$ cat src/rtl/pc_pkg.sv
// pc_pkg: shared definitions for the program-counter sequencer.
// Holds the next-PC source encodings, the sequencer state enum and the
// default reset/trap vectors used as parameter defaults by pc_sequenciador.
package pc_pkg;

    typedef enum logic [1:0] {
        SEL_SEQ       = 2'b00,
        SEL_DESVIO    = 2'b01,
        SEL_SALTO     = 2'b10,
        SEL_SALTO_REG = 2'b11
    } sel_fonte_e;

    typedef enum logic {
        EXECUTANDO = 1'b0,
        TRAVADO    = 1'b1
    } estado_e;

    localparam logic [31:0] PC_VETOR_RESET_PADRAO = 32'h0000_0000;
    localparam logic [31:0] PC_VETOR_TRAP_PADRAO  = 32'h0000_0080;
    localparam int          PC_PASSO_PADRAO       = 4;
    localparam int          PC_PROF_PILHA_PADRAO  = 4;

endpackage

$ cat src/rtl/pilha_retorno.sv
// pilha_retorno: circular return-address LIFO.
// A push onto a full stack overwrites the oldest entry; a pop on an empty
// stack is ignored. Only instantiated when PC_PILHA_RETORNO_EN is defined.
module pilha_retorno #(
    parameter int LARGURA = 32,
    parameter int PROF    = 4
) (
    input  logic               clk,
    input  logic               rst,
    input  logic               empilha_i,
    input  logic               desempilha_i,
    input  logic [LARGURA-1:0] dado_i,
    output logic [LARGURA-1:0] topo_o,
    output logic               vazia_o
);

    localparam int IW = (PROF > 1) ? $clog2(PROF) : 1;
    localparam int CW = $clog2(PROF + 1);

    logic [LARGURA-1:0] mem_q [PROF];
    logic [IW-1:0]      ptr_q;
    logic [IW-1:0]      ptr_ant;
    logic [CW-1:0]      cnt_q;

    // ptr_q points at the next free slot; the top lives one slot behind it.
    assign ptr_ant = (ptr_q == '0) ? IW'(PROF - 1) : ptr_q - 1'b1;
    assign topo_o  = mem_q[ptr_ant];
    assign vazia_o = (cnt_q == '0);

    // Storage array: written on push only, contents need no reset.
    always_ff @(posedge clk) begin
        if (empilha_i) begin
            mem_q[ptr_q] <= dado_i;
        end
    end

    // Pointer and occupancy: wrap on push, saturate count at full depth.
    always_ff @(posedge clk) begin
        if (rst) begin
            ptr_q <= '0;
            cnt_q <= '0;
        end else if (empilha_i) begin
            ptr_q <= (ptr_q == IW'(PROF - 1)) ? '0 : ptr_q + 1'b1;
            if (cnt_q != CW'(PROF)) begin
                cnt_q <= cnt_q + 1'b1;
            end
        end else if (desempilha_i && !vazia_o) begin
            ptr_q <= ptr_ant;
            cnt_q <= cnt_q - 1'b1;
        end
    end

endmodule

$ cat src/rtl/pc_sequenciador.sv
// pc_sequenciador: program-counter unit with internal next-PC selection
// (sequential, conditional branch, absolute jump, jump register), stall,
// misaligned-target trap with a halted state and a retired-advance counter.
// Optional return-address stack enabled by defining PC_PILHA_RETORNO_EN.
module pc_sequenciador
    import pc_pkg::*;
#(
    parameter int                 LARGURA     = 32,
    parameter int                 PASSO       = PC_PASSO_PADRAO,
    parameter logic [LARGURA-1:0] VETOR_RESET = LARGURA'(PC_VETOR_RESET_PADRAO),
    parameter logic [LARGURA-1:0] VETOR_TRAP  = LARGURA'(PC_VETOR_TRAP_PADRAO),
    parameter int                 PROF_PILHA  = PC_PROF_PILHA_PADRAO
) (
    input  logic               clk,
    input  logic               rst,
    input  logic               habilita,
    input  logic [1:0]         sel_fonte,
    input  logic               desvio_tomado,
    input  logic [LARGURA-1:0] deslocamento,
    input  logic [LARGURA-1:0] alvo,
    input  logic               limpa_erro,
`ifdef PC_PILHA_RETORNO_EN
    input  logic               chamada,
    input  logic               retorno,
`endif
    output logic [LARGURA-1:0] atual_Pc,
    output logic [LARGURA-1:0] pc_mais4,
    output logic               erro_alinhamento,
    output logic [LARGURA-1:0] endereco_erro,
    output logic [31:0]        contador_instr
);

    // Low address bits that must be zero; PASSO=1 gives an empty mask, so no trap.
    localparam logic [LARGURA-1:0] MASCARA = LARGURA'(PASSO - 1);

    logic [LARGURA-1:0] pc_q;
    logic [LARGURA-1:0] pc_d;
    logic [LARGURA-1:0] end_erro_q;
    logic               erro_q;
    logic [31:0]        cont_q;
    estado_e            estado_q;
    logic               desalinhado;
    logic               avanca;

    assign pc_mais4 = pc_q + LARGURA'(PASSO);

`ifdef PC_PILHA_RETORNO_EN
    logic               empilha;
    logic               desempilha;
    logic               pilha_vazia;
    logic               usa_topo;
    logic [LARGURA-1:0] topo;

    // Stack moves only on an accepted advance, never on stall or trap.
    assign usa_topo   = retorno && !pilha_vazia;
    assign empilha    = avanca && (sel_fonte == SEL_SALTO) && chamada;
    assign desempilha = avanca && (sel_fonte == SEL_SALTO_REG) && usa_topo;

    pilha_retorno #(
        .LARGURA (LARGURA),
        .PROF    (PROF_PILHA)
    ) u_pilha (
        .clk          (clk),
        .rst          (rst),
        .empilha_i    (empilha),
        .desempilha_i (desempilha),
        .dado_i       (pc_mais4),
        .topo_o       (topo),
        .vazia_o      (pilha_vazia)
    );
`endif

    // Candidate next PC from the selected source; all adds wrap silently.
    always_comb begin
        pc_d = pc_mais4;
        case (sel_fonte)
            SEL_SEQ:    pc_d = pc_mais4;
            SEL_DESVIO: pc_d = desvio_tomado ? pc_mais4 + deslocamento : pc_mais4;
            SEL_SALTO:  pc_d = alvo;
`ifdef PC_PILHA_RETORNO_EN
            SEL_SALTO_REG: pc_d = usa_topo ? topo : alvo;
`else
            SEL_SALTO_REG: pc_d = alvo;
`endif
            default:    pc_d = pc_mais4;
        endcase
    end

    assign desalinhado = |(pc_d & MASCARA);
    assign avanca      = (estado_q == EXECUTANDO) && habilita && !desalinhado;

    // Sequencer FSM: advance or trap while running, wait for acknowledge while halted.
    always_ff @(posedge clk) begin
        if (rst) begin
            pc_q       <= VETOR_RESET;
            erro_q     <= 1'b0;
            end_erro_q <= '0;
            cont_q     <= '0;
            estado_q   <= EXECUTANDO;
        end else begin
            case (estado_q)
                EXECUTANDO: begin
                    if (habilita) begin
                        if (!desalinhado) begin
                            pc_q   <= pc_d;
                            cont_q <= cont_q + 32'd1;
                        end else begin
                            end_erro_q <= pc_d;
                            erro_q     <= 1'b1;
                            estado_q   <= TRAVADO;
                        end
                    end
                end
                TRAVADO: begin
                    if (limpa_erro) begin
                        pc_q     <= VETOR_TRAP;
                        erro_q   <= 1'b0;
                        estado_q <= EXECUTANDO;
                    end
                end
                default: estado_q <= EXECUTANDO;
            endcase
        end
    end

    assign atual_Pc         = pc_q;
    assign erro_alinhamento = erro_q;
    assign endereco_erro    = end_erro_q;
    assign contador_instr   = cont_q;

endmodule

$ cat config.mk
export PLATFORM = sky130hd
export DESIGN_NAME = pc_sequenciador
export DESIGN_NICKNAME = d
export VERILOG_FILES = /design/src/rtl/pc_pkg.sv /design/src/rtl/pilha_retorno.sv /design/src/rtl/pc_sequenciador.sv
export SDC_FILE = /design/constraint.sdc
export NUM_CORES = 1
export LEC_CHECK = 0
export BUFFER_PORTS_ARGS = -buffer_cell sky130_fd_sc_hd__buf_2
export CAP_MARGIN = 20
export CORE_ASPECT_RATIO = 0.6
export CORE_UTILIZATION = 45
export CTS_CLUSTER_DIAMETER = 200
export DETAILED_ROUTE_END_ITERATION = 8
export GPL_ROUTABILITY_DRIVEN = 0
export PLACE_DENSITY = 0.73
export SYNTH_ARGS = -nofsm -noshare
export SYNTH_HDL_FRONTEND = slang
export SYNTH_SLANG_ARGS = --single-unit
export TNS_END_PERCENT = 20
$ cat constraint.sdc
create_clock -name clk -period 8.6 [get_ports clk]
set_clock_uncertainty 0.05 [all_clocks]
set_input_delay 0.43 -clock clk [delete_from_list [all_inputs] [get_ports clk]]
set_output_delay 0.43 -clock clk [all_outputs]
set_load 0.01 [all_outputs]
==> reports/summary.txt <==
status: finished clean
critical path type: register to register
number of top-level pins: 200
Crit. End Element: register
initial antenna violation count: 0
Routed WL per cell: 19.43 um
Clock Sinks: 98
Synth Instances: 876
Power Total: 1.184 mW
total die area: 0.01560 mm^2
GRT Residual Overflow: 0
non-filler cells, final: 1249
Initial Util: 46.54%
most used cell, CP: nand2_1
Reg area: 0.001962 mm^2
Synth Register Bits: 98
Worst-Margin Slew: 1.188 ns
Worst path slowest cell: or4b_1
Hold Path Class: input pin to register
Combinational Power Share: 23.7%
Post-synth EDFFs: 0
final hold vios: 0
Final Routed Wirelength: 24270 um
vias in the first global route: 6661
pre-CTS setup slack: 4.295 ns
antenna viol nets, final: 0
Clk pwr share: 34.6%
GRT Total Usage: 30.79%
critical path peak fanout: 9
Via Count: 7465
Syn Area/Cell: 7.753 um^2
Int Power: 0.7882 mW
Slew headroom: 20.51%
CTS root buf: clkbuf_16
ant diodes: 0
number of distinct library cells after synthesis: 77
Yosys warning total: 0
CP arrival: 4.69 ns
final design utilization: 56.06%
Max clock buf depth: 2
fin nets: 1156
Core Area: 0.01459 mm^2
Synth-to-Final Area Change: 20.45%
hold_buf cts: 0
Seq/Total Area, Yosys: 28.89%
Multi-input gate area: 0.004589 mm^2
CP Launch Type: register
Die Span X: 160.6 um
most used flip-flop cell after synthesis: dfxtp_1
Worst VDD drop: 0.08423 mV
dpl hpwl: 18490 um
final worst slack: 4.119 ns
RSZ-0062 raised after global routing: false
H-tree depth: 3
Worst R2R Setup Slack: 4.12 ns
Period minus WS final: 4.481 ns
Hold Slack: 0.3200 ns
row count: 34
Async SR Flop Fraction: 0%
period utilisation layout: 52.10%
PD cells: 144.7 mW/mm^2
first-pass GRT wire length: 37720 um
Sequential Power Share: 41.6%
count of input and output buffers: 199
CTS Buf Count: 9
max-slew violation total from the final report: 0
Resized Gates After CTS: 0
vias per inst: 5.977
slowest stage delay, CP: 0.55 ns
switch share: 33.41%
first-pass iteration count of the detailed router: 5
clk slew on worst S/H paths: 0.07 ns
DRC Markers: 0
Worst Path Required: 8.81 ns
CTS tree: done
layout cells sized above 1: 23.12%
synthesized cell area: 0.006792 mm^2
DRT iter0 DRCs: 879
CP cell instances: nand4_1 > nor4_2 > and2_1 > nand2_1 > xor2_1 > inv_1 > ha_1 > nand2_1 > o21ai_0 > nor2_1 > a2bb2oi_1 > nand2_1 > or4b_1 > and4_4 > a211oi_2
dpl cell area: 0.007885 mm^2
total negative slack: 0 ns
Skew-Pair Late Insertion Delay: 0.35 ns
Max Fclk: 0.2232 GHz
Die Ht: 97.16 um
post-CTS setup buffer count: 0
setup violators final: 0
max cap viols: 0
Post-Layout Inst Area: 0.008180 mm^2
Psw: 0.3955 mW
pin count of the biggest net entering global routing: 68
placed insts: 1233
Post-Syn Nets: 986
Layout fillers: 1427
Leakage: 3.818 nW
-- final timing paths --
path | start | endpoint | cells after the start
worst min register to register | endereco_erro[14] | endereco_erro[14] | 2
worst min-delay path | limpa_erro | estado_q | 3
worst max register to register | atual_Pc[14] | endereco_erro[31] | 15
worst max-delay path | atual_Pc[14] | endereco_erro[31] | 15
-- power by group through the flow --
stage	combinational (mW)	sequential (mW)	clock [mW]
after CTS	0.274	0.492	0.415
after floorplan	0.167	0.507	0
final	0.281	0.493	0.410
after global routing	0.303	0.495	0.434
after global placement	0.272	0.502	0
after detailed placement	0.273	0.502	0
-- state kept, by name, indices dropped and copies added, names as in the netlist --
| signal | count |
|---|---|
| atual_Pc | 32 |
| contador_instr | 32 |
| endereco_erro | 32 |
| erro_alinhamento | 1 |
| estado_q | 1 |
-- worst max-delay path, delay by kind of cell, from the launching register on --
kind | cells | cell delay (ns)
adders and majority gates | 1 | 0.45
xor gates and xnor gates | 1 | 0.24
buffers and inverters | 1 | 0.09
and+or+nand+nor | 9 | 2.30
DFF | 1 | 0.48
AOI/OAI and AO/OA | 3 | 0.77
-- synth_stat cells, types with 5 or more instances --
master | number | share of area [%]
and2_1 | 13 | 1.2
a22o_1 | 5 | 0.64
nand2b_1 | 12 | 1.1
nor2b_1 | 6 | 0.55
a211oi_1 | 11 | 1.2
mux2i_1 | 5 | 0.74
clkbuf_1 | 32 | 1.8
o211ai_1 | 8 | 0.88
nor2_1 | 88 | 4.9
o21a_1 | 8 | 0.88
o21bai_1 | 5 | 0.55
a21oi_1 | 69 | 5.1
and4_1 | 5 | 0.64
a31oi_1 | 6 | 0.55
a21o_1 | 11 | 1.2
o2111ai_1 | 6 | 0.77
buf_1 | 5 | 0.28
ha_1 | 38 | 7.0
inv_1 | 11 | 0.61
xor2_1 | 43 | 5.5
o21ai_0 | 37 | 2.7
xnor2_1 | 32 | 4.1
nand3_1 | 50 | 3.7
nor3_1 | 12 | 0.88
and3_1 | 29 | 2.7
dfxtp_1 | 98 | 29
o31ai_1 | 13 | 1.4
or3_1 | 6 | 0.55
nand4_1 | 16 | 1.5
nand2_1 | 117 | 6.5
-- area by class of cell --
type                            count  share of cell area [%]
Clock buffer                       10                   2.921
Clock inverter                      6                  0.6883
Inverter                           12                  0.5506
Multi-Input combinational cell    720                   56.10
Sequential cell                    98                   23.98
Tap cell                          198                   3.028
Timing Repair Buffer              205                   12.73
-- placed cells by master (no fill, tap or decap), drive strengths merged, types with 5 or more instances in the layout --
master,n
a211oi,13
a21o,11
a21oi,70
a22o,5
a31oi,6
and2,14
and3,30
and4,7
buf,205
clkbuf,10
dfxtp,98
ha,38
inv,15
mux2i,5
nand2,118
nand2b,13
nand3,50
nand4,17
nor2,88
nor2b,6
nor3,12
nor4,5
o2111ai,6
o211ai,8
o21a,8
o21ai,39
o21bai,5
o31ai,14
or3,6
xnor2,32
xor2,44
-- kinds of logic after synthesis --
logic type	count (synthesis)	share of synthesized area, %
AND/OR/NAND/NOR	373	26.99
buffers and inverters	58	3.537
multiplexers	7	1.069
flip-flops	98	28.89
AO/OA/AOI/OAI	225	22.31
adder cells (fa/ha/maj)	39	7.296
XOR/XNOR	76	9.912
-- layer usage --
| metal | track usage (%) | wire length, um | vias to the layer above | part of all wire (%) |
|---|---|---|---|---|
| met4 | 6.960 | 396 | 0 | 1.6 |
| met2 | 42.09 | 9482 | 477 | 39 |
| met3 | 8.579 | 3115 | 31 | 13 |
| met1 | 46.64 | 11280 | 3457 | 46 |
| li1 | - | - | 3500 | - |
| met5 | 0 | 0 | - | 0 |
Power figures use the tool's default switching activity.
